==> config.mk <==
export PLATFORM = sky130hd
export DESIGN_NAME = fetch_controller
export DESIGN_NICKNAME = d
export VERILOG_FILES = /design/src/rtl/fetch_controller_pkg.sv /design/src/rtl/fetch_perf_counter.sv /design/src/rtl/fetch_controller.sv
export SDC_FILE = /design/constraint.sdc
export NUM_CORES = 1
export LEC_CHECK = 0
export BUFFER_PORTS_ARGS = -buffer_cell sky130_fd_sc_hd__buf_4
export CORE_AREA = 2 2 103 105
export DETAILED_ROUTE_END_ITERATION = 10
export DIE_AREA = 0 0 105 107
export PLACE_DENSITY = 0.94
export REMOVE_ABC_BUFFERS = 1
export SYNTH_ARGS = -nofsm -noshare
export SYNTH_HDL_FRONTEND = slang
export SYNTH_SLANG_ARGS = --single-unit
export TNS_END_PERCENT = 20
==> constraint.sdc <==
create_clock -name clk -period 4.05 [get_ports clk]
set_input_delay 0 -clock clk [delete_from_list [all_inputs] [get_ports clk]]
set_output_delay 0 -clock clk [all_outputs]
set_load 0.02 [all_outputs]
==> src/rtl/fetch_controller_pkg.sv <==
// fetch_controller_pkg: exception type/codes and fetch FSM states shared by the fetch controller files.
package fetch_controller_pkg;

    localparam logic [4:0] INSTR_ADDR_MISALIGNED = 5'd0;
    localparam logic [4:0] INSTR_ACCESS_FAULT    = 5'd1;

    typedef struct packed {
        logic       raise;
        logic [4:0] code;
    } exception_t;

    typedef enum logic [2:0] {REQ, WAIT, OUT, DRAIN, FAULT} fetch_state_t;

endpackage

==> src/rtl/fetch_perf_counter.sv <==
// fetch_perf_counter: saturating fetch-stall cycle counter and squash counter.
module fetch_perf_counter (
    input  logic        clk,
    input  logic        rst,
    input  logic        stall_inc,
    input  logic        squash_inc,
    output logic [31:0] stall_cycles,
    output logic [15:0] squash_count
);

    always_ff @(posedge clk or posedge rst) begin
        if (rst) begin
            stall_cycles <= '0;
            squash_count <= '0;
        end else begin
            if (stall_inc && !(&stall_cycles)) stall_cycles <= stall_cycles + 32'd1;
            if (squash_inc && !(&squash_count)) squash_count <= squash_count + 16'd1;
        end
    end

endmodule

==> src/rtl/fetch_controller.sv <==
// fetch_controller: PC owner and single-outstanding imem fetch sequencer feeding IF_ID.
// Optional FETCH_PERF_CNT_EN adds fetch_stall_cycles / squash_count outputs.
module fetch_controller
    import fetch_controller_pkg::*;
#(
    parameter logic [31:0] RESET_PC       = 32'h0000_0000,
    parameter bit          MISALIGN_CHECK = 1'b1
) (
    input  logic        clk,
    input  logic        rst,
    input  logic        redirect,
    input  logic [31:0] redirect_pc,
    input  logic        stall_id,
    output logic        imem_req,
    output logic [31:0] imem_addr,
    input  logic        imem_gnt,
    input  logic        imem_rvalid,
    input  logic [31:0] imem_rdata,
    input  logic        imem_err,
    output logic        valid_if,
    output logic [31:0] instruction_addr_if,
    output logic [31:0] instruction_if,
    output exception_t  exception_if
`ifdef FETCH_PERF_CNT_EN
    ,
    output logic [31:0] fetch_stall_cycles,
    output logic [15:0] squash_count
`endif
);

    fetch_state_t state, state_n;
    logic [31:0]  pc, pc_n, instr_n, addr_n;
    exception_t   exc_n;
    logic         mis_q, mis_n, mis_tgt, busy;

    assign mis_tgt   = MISALIGN_CHECK && (redirect_pc[1:0] != 2'b00);
    // A granted request whose response has not yet arrived must be drained.
    assign busy      = (state == REQ && imem_gnt) ||
                       ((state == WAIT || state == DRAIN) && !imem_rvalid);
    assign imem_req  = (state == REQ) && !rst;
    assign imem_addr = {pc[31:2], 2'b00};
    assign valid_if  = (state == OUT);

    always_comb begin
        state_n = state;
        pc_n    = pc;
        mis_n   = mis_q;
        instr_n = instruction_if;
        addr_n  = instruction_addr_if;
        exc_n   = exception_if;
        if (redirect) begin
            pc_n  = mis_tgt ? redirect_pc : {redirect_pc[31:2], 2'b00};
            mis_n = mis_tgt;
            if (busy) begin
                state_n = DRAIN;
            end else if (mis_tgt) begin
                state_n    = OUT;
                instr_n    = '0;
                addr_n     = redirect_pc;
                exc_n.raise = 1'b1;
                exc_n.code  = INSTR_ADDR_MISALIGNED;
            end else begin
                state_n = REQ;
            end
        end else begin
            unique case (state)
                REQ: state_n = imem_gnt ? WAIT : REQ;
                WAIT: if (imem_rvalid) begin
                    state_n     = OUT;
                    instr_n     = imem_rdata;
                    addr_n      = pc;
                    exc_n.raise = imem_err;
                    exc_n.code  = imem_err ? INSTR_ACCESS_FAULT : 5'd0;
                end
                OUT: if (!stall_id) begin
                    state_n = exception_if.raise ? FAULT : REQ;
                    pc_n    = exception_if.raise ? pc : pc + 32'd4;
                end
                DRAIN: if (imem_rvalid) begin
                    state_n = mis_q ? OUT : REQ;
                    if (mis_q) begin
                        instr_n     = '0;
                        addr_n      = pc;
                        exc_n.raise = 1'b1;
                        exc_n.code  = INSTR_ADDR_MISALIGNED;
                    end
                end
                FAULT: state_n = FAULT;
                default: state_n = REQ;
            endcase
        end
    end

    always_ff @(posedge clk or posedge rst) begin
        if (rst) begin
            state               <= REQ;
            pc                  <= RESET_PC;
            mis_q               <= 1'b0;
            instruction_if      <= '0;
            instruction_addr_if <= '0;
            exception_if        <= '0;
        end else begin
            state               <= state_n;
            pc                  <= pc_n;
            mis_q               <= mis_n;
            instruction_if      <= instr_n;
            instruction_addr_if <= addr_n;
            exception_if        <= exc_n;
        end
    end

    rvalid_only_when_outstanding: assert property (
        @(posedge clk) disable iff (rst) imem_rvalid |-> (state == WAIT || state == DRAIN));

`ifdef FETCH_PERF_CNT_EN
    logic squash;
    assign squash = redirect && ((state == REQ && imem_gnt) || state == WAIT);

    fetch_perf_counter u_perf (
        .clk          (clk),
        .rst          (rst),
        .stall_inc    (state == REQ || state == WAIT),
        .squash_inc   (squash),
        .stall_cycles (fetch_stall_cycles),
        .squash_count (squash_count)
    );
`endif

endmodule

==> impl_results.md <==
- Min-Delay Path Class: in2reg
- Detail Placement HPWL: 9610 um
- GP Congestion: 0.816
- Antenna Cells: 0
- Routed Antenna Nets: 0
- Final nets: 821
- R2r startpoint: state[2]$_DFFE_PP0P_
- Worst hold path depth: 5
- P&R area growth vs syn: 38.2%
- Critical path cell sequence: or4b_1 > or4_4 > or4_1 > a31oi_1
- Most common cell in the synthesized netlist: dfrtp_1
- Fin cells: 890
- RSZ-0062 raised after global routing: false
- Post-synthesis area per instance: 9.72 sq um
- Routed via count: 4,897
- Initial core utilization: 0.539
- Post-Synth Adder-Cell Area: 0.00230
- Endpoints failing setup: 0
- Largest family of logic cells by synthesized area: simple AND/OR/NAND/NOR gates
- Hold_sp: stall_id
- Drc violations: 0
- Maximum vdd drop: 0.000411 V
- Static Leak: 3.51 nW
- Setup TNS: 0 ps
- Root Buffer: clkbuf_8
- CP Launch Type: flip-flop
- First drt pass iteration count: 4
- Number of instances in the placed design: 805
- Cell taking the most area after synthesis: dfrtp_1
- Synth Instances: 560
- Synth top area cells: dfrtp_1 (47%), mux2i_1 (7.5%), mux2_2 (7.4%), buf_4 (5.0%), nand2_1 (4.2%)
- CTS H-Tree Depth: 3
- Max_slew headroom: 0.382
- CP max stage delay: 670 ps
- Worst-skew pair later-pin latency: 370 ps
- Buffers on Ports: 168
- Placed Area: 6560 sq um
- Sequential Power Share: 0.371
- Hold buffer count at cts: 69
- Hold Path End: pc[4]$_DFFE_PP0P_
- Post-CTS Setup Bufs: 0
- Synth Area in Compound Gates: 0.0908
- Number of global-route vias before repair: 4,889
- Post-Synth Simple-Gate Area: 0.159
- Final hold vios: 0
- CTS tree: done
- Outcome: complete, no violations
- Die width: 105 um
- Clock power share: 0.189
- Pins Over Slew Limit: 0
- Crit Path Max Fanout: 12
- Comb pwr share: 0.440
- Rows: 37
- Post-layout util: 0.745
- Synth Area in XOR/XNOR: 0.0129
- R2R Setup Slk: 1450 ps
- Die ar.: 11,200 sq um
- Post-Layout Inst Area: 7520 sq um
- Max clock buf depth: 2
- Min cycle time layout: 2600 ps
- Layout cells sized above 1: 0.308
- CTS clk-pin slew, worst paths: 110 ps
- Pre-CTS setup slack: 1510 ps
- Most instantiated cells after synthesis: dfrtp_1 (102), nand2_1 (61), inv_1 (58)
- CP Class: reg2reg
- Crit end category: flip-flop
- Total gr overflow: 0
- # resized after CTS: 0
- Unique masters post-synth: 48
- Max-cap violation count: 0
- Sw Pwr: 1.75 mW
- Fmax: 0.384 GHz
- Power per cell area: 597 nW/um^2
- Overall routing resource usage: 0.273
- Post-synth EDFFs: 0
- Post-synthesis sequential area ratio: 0.469
- Internal power: 2.75 mW
- FF+latch count, synth: 102
- Synth Cell Area: 5440 sq um
- Area of the core: 10,100 sq um
- Top_reg_cell synth: dfrtp_1
- Switching part of the total: 0.389
- Asr flop ratio synth: 1.00
- Post-synthesis mux area share: 0.150
- Worst slew pin tran: 919 ps
- Part of the cycle the worst path needs: 0.643
- CTS Sinks: 102
- Yosys warning total: 0
- First-pass GRT wire length: 24,200 um
- Critical path's slowest cell: or4b_1
- Initial detailed-routing violation count: 254
- Initial antenna violation count: 0
- Arr. time, crit path: 2900 ps
- Fill cell count: 649
- Reg2Reg Depth: 4
- Critical Path RT: 4350 ps
- Largest net degree at the start of global routing: 94
- Slack of the critical path: 1450 ps
- DR vias/cell: 5.50
- DIE HEIGHT: 107 um
- TritonCTS Buffers: 9
- Routed len/inst: 17.5 um
- Ports: 175
- Worst reg2reg path endpoint: pc[19]$_DFFE_PP0P_
- Synth top area share: 0.469
- Layout Skew: 14.1 ps
- Routed Wire Length: 15,500 um
-- logic make-up (layout without fill, tap and decap cells) --
logic type	Yosys count	after routing
simple gates	164	164
buf+inv	128	317
flops	102	102
compound gates	79	79
mux	77	77
xor+xnor	8	8
fa+ha+maj	1	1
other cells	1	6
-- routing by layer --
| layer | track usage | share of wire | vias up |
|---|---|---|---|
| met5 | 0 | 0 | - |
| met4 | 0.125 | 0.034 | 0 |
| met3 | 0.0523 | 0.068 | 44 |
| met2 | 0.488 | 0.52 | 227 |
| met1 | 0.319 | 0.38 | 2365 |
| li1 | - | - | 2261 |
-- per-stage QoR --
step / total power, mW / hold slack (ps)
after floorplan: 2.73 / 66.8
after global placement: 3.46 / 170
after detailed placement: 3.55 / 182
after CTS: 4.45 / 70.3
after global routing: 4.68 / 103
final: 4.49 / 84.7
-- state kept, by name (all words and copies together) (netlist names) --
register and flops:
instruction_if 32, state 3, mis_q 1, exception_if 2, pc 32, instruction_addr_if 32
-- cell type report --
| class | instances | area [sq um] | share of cell area |
|---|---|---|---|
| well taps | 136 | 170 | 0.0226 |
| flip-flops and latches | 102 | 2550 | 0.339 |
| clock buffers | 9 | 124 | 0.0165 |
| repair buffers | 243 | 2010 | 0.267 |
| multi-input cells | 335 | 2300 | 0.306 |
| clock inverters | 7 | 144 | 0.0191 |
| inverters | 58 | 220 | 0.0293 |
-- layout by cell type, fill, tap and decap left out, drive strengths merged, types with 13 or more instances in the layout --
cell	n
nand3	21
o31ai	13
dfrtp	102
mux2	36
nand2	61
nor2	13
dlygate4sd3	69
mux2i	41
a21oi	13
inv	59
buf	174
o21ai	27
-- how the worst max path moves through the flow --
stage | startpoint | end | slack (ps) | cells after the start
global placement | state[2]$_DFFE_PP0P_ | pc[23]$_DFFE_PP0P_ | 1580 | 4
floorplan | state[1]$_DFFE_PP0P_ | exception_if[5]$_DFFE_PP0P_ | -1400 | 4
finish | state[2]$_DFFE_PP0P_ | pc[19]$_DFFE_PP0P_ | 1450 | 4
global route | state[0]$_DFFE_PP0P_ | instruction_addr_if[13]$_DFFE_PP0P_ | 1330 | 5
CTS | state[2]$_DFFE_PP0P_ | pc[19]$_DFFE_PP0P_ | 1470 | 4
detailed placement | state[0]$_DFFE_PP0P_ | instruction_addr_if[25]$_DFFE_PP0P_ | 1510 | 5
-- power by group through the flow --
stage	combinational [mW]	sequential, mW	clock [mW]
finish	1.98	1.67	0.847
CTS	1.95	1.65	0.850
global placement	1.82	1.64	0
floorplan	0.674	2.05	0
global route	2.09	1.71	0.885
detailed placement	1.89	1.66	0
-- worst max-delay path: cells and delay by family, from the launching register on --
kind,cells,cell delay (ps)
flops,1,480
compound gates,1,180
simple gates,3,1870
No activity file was read; power rests on OpenSTA's default activity.
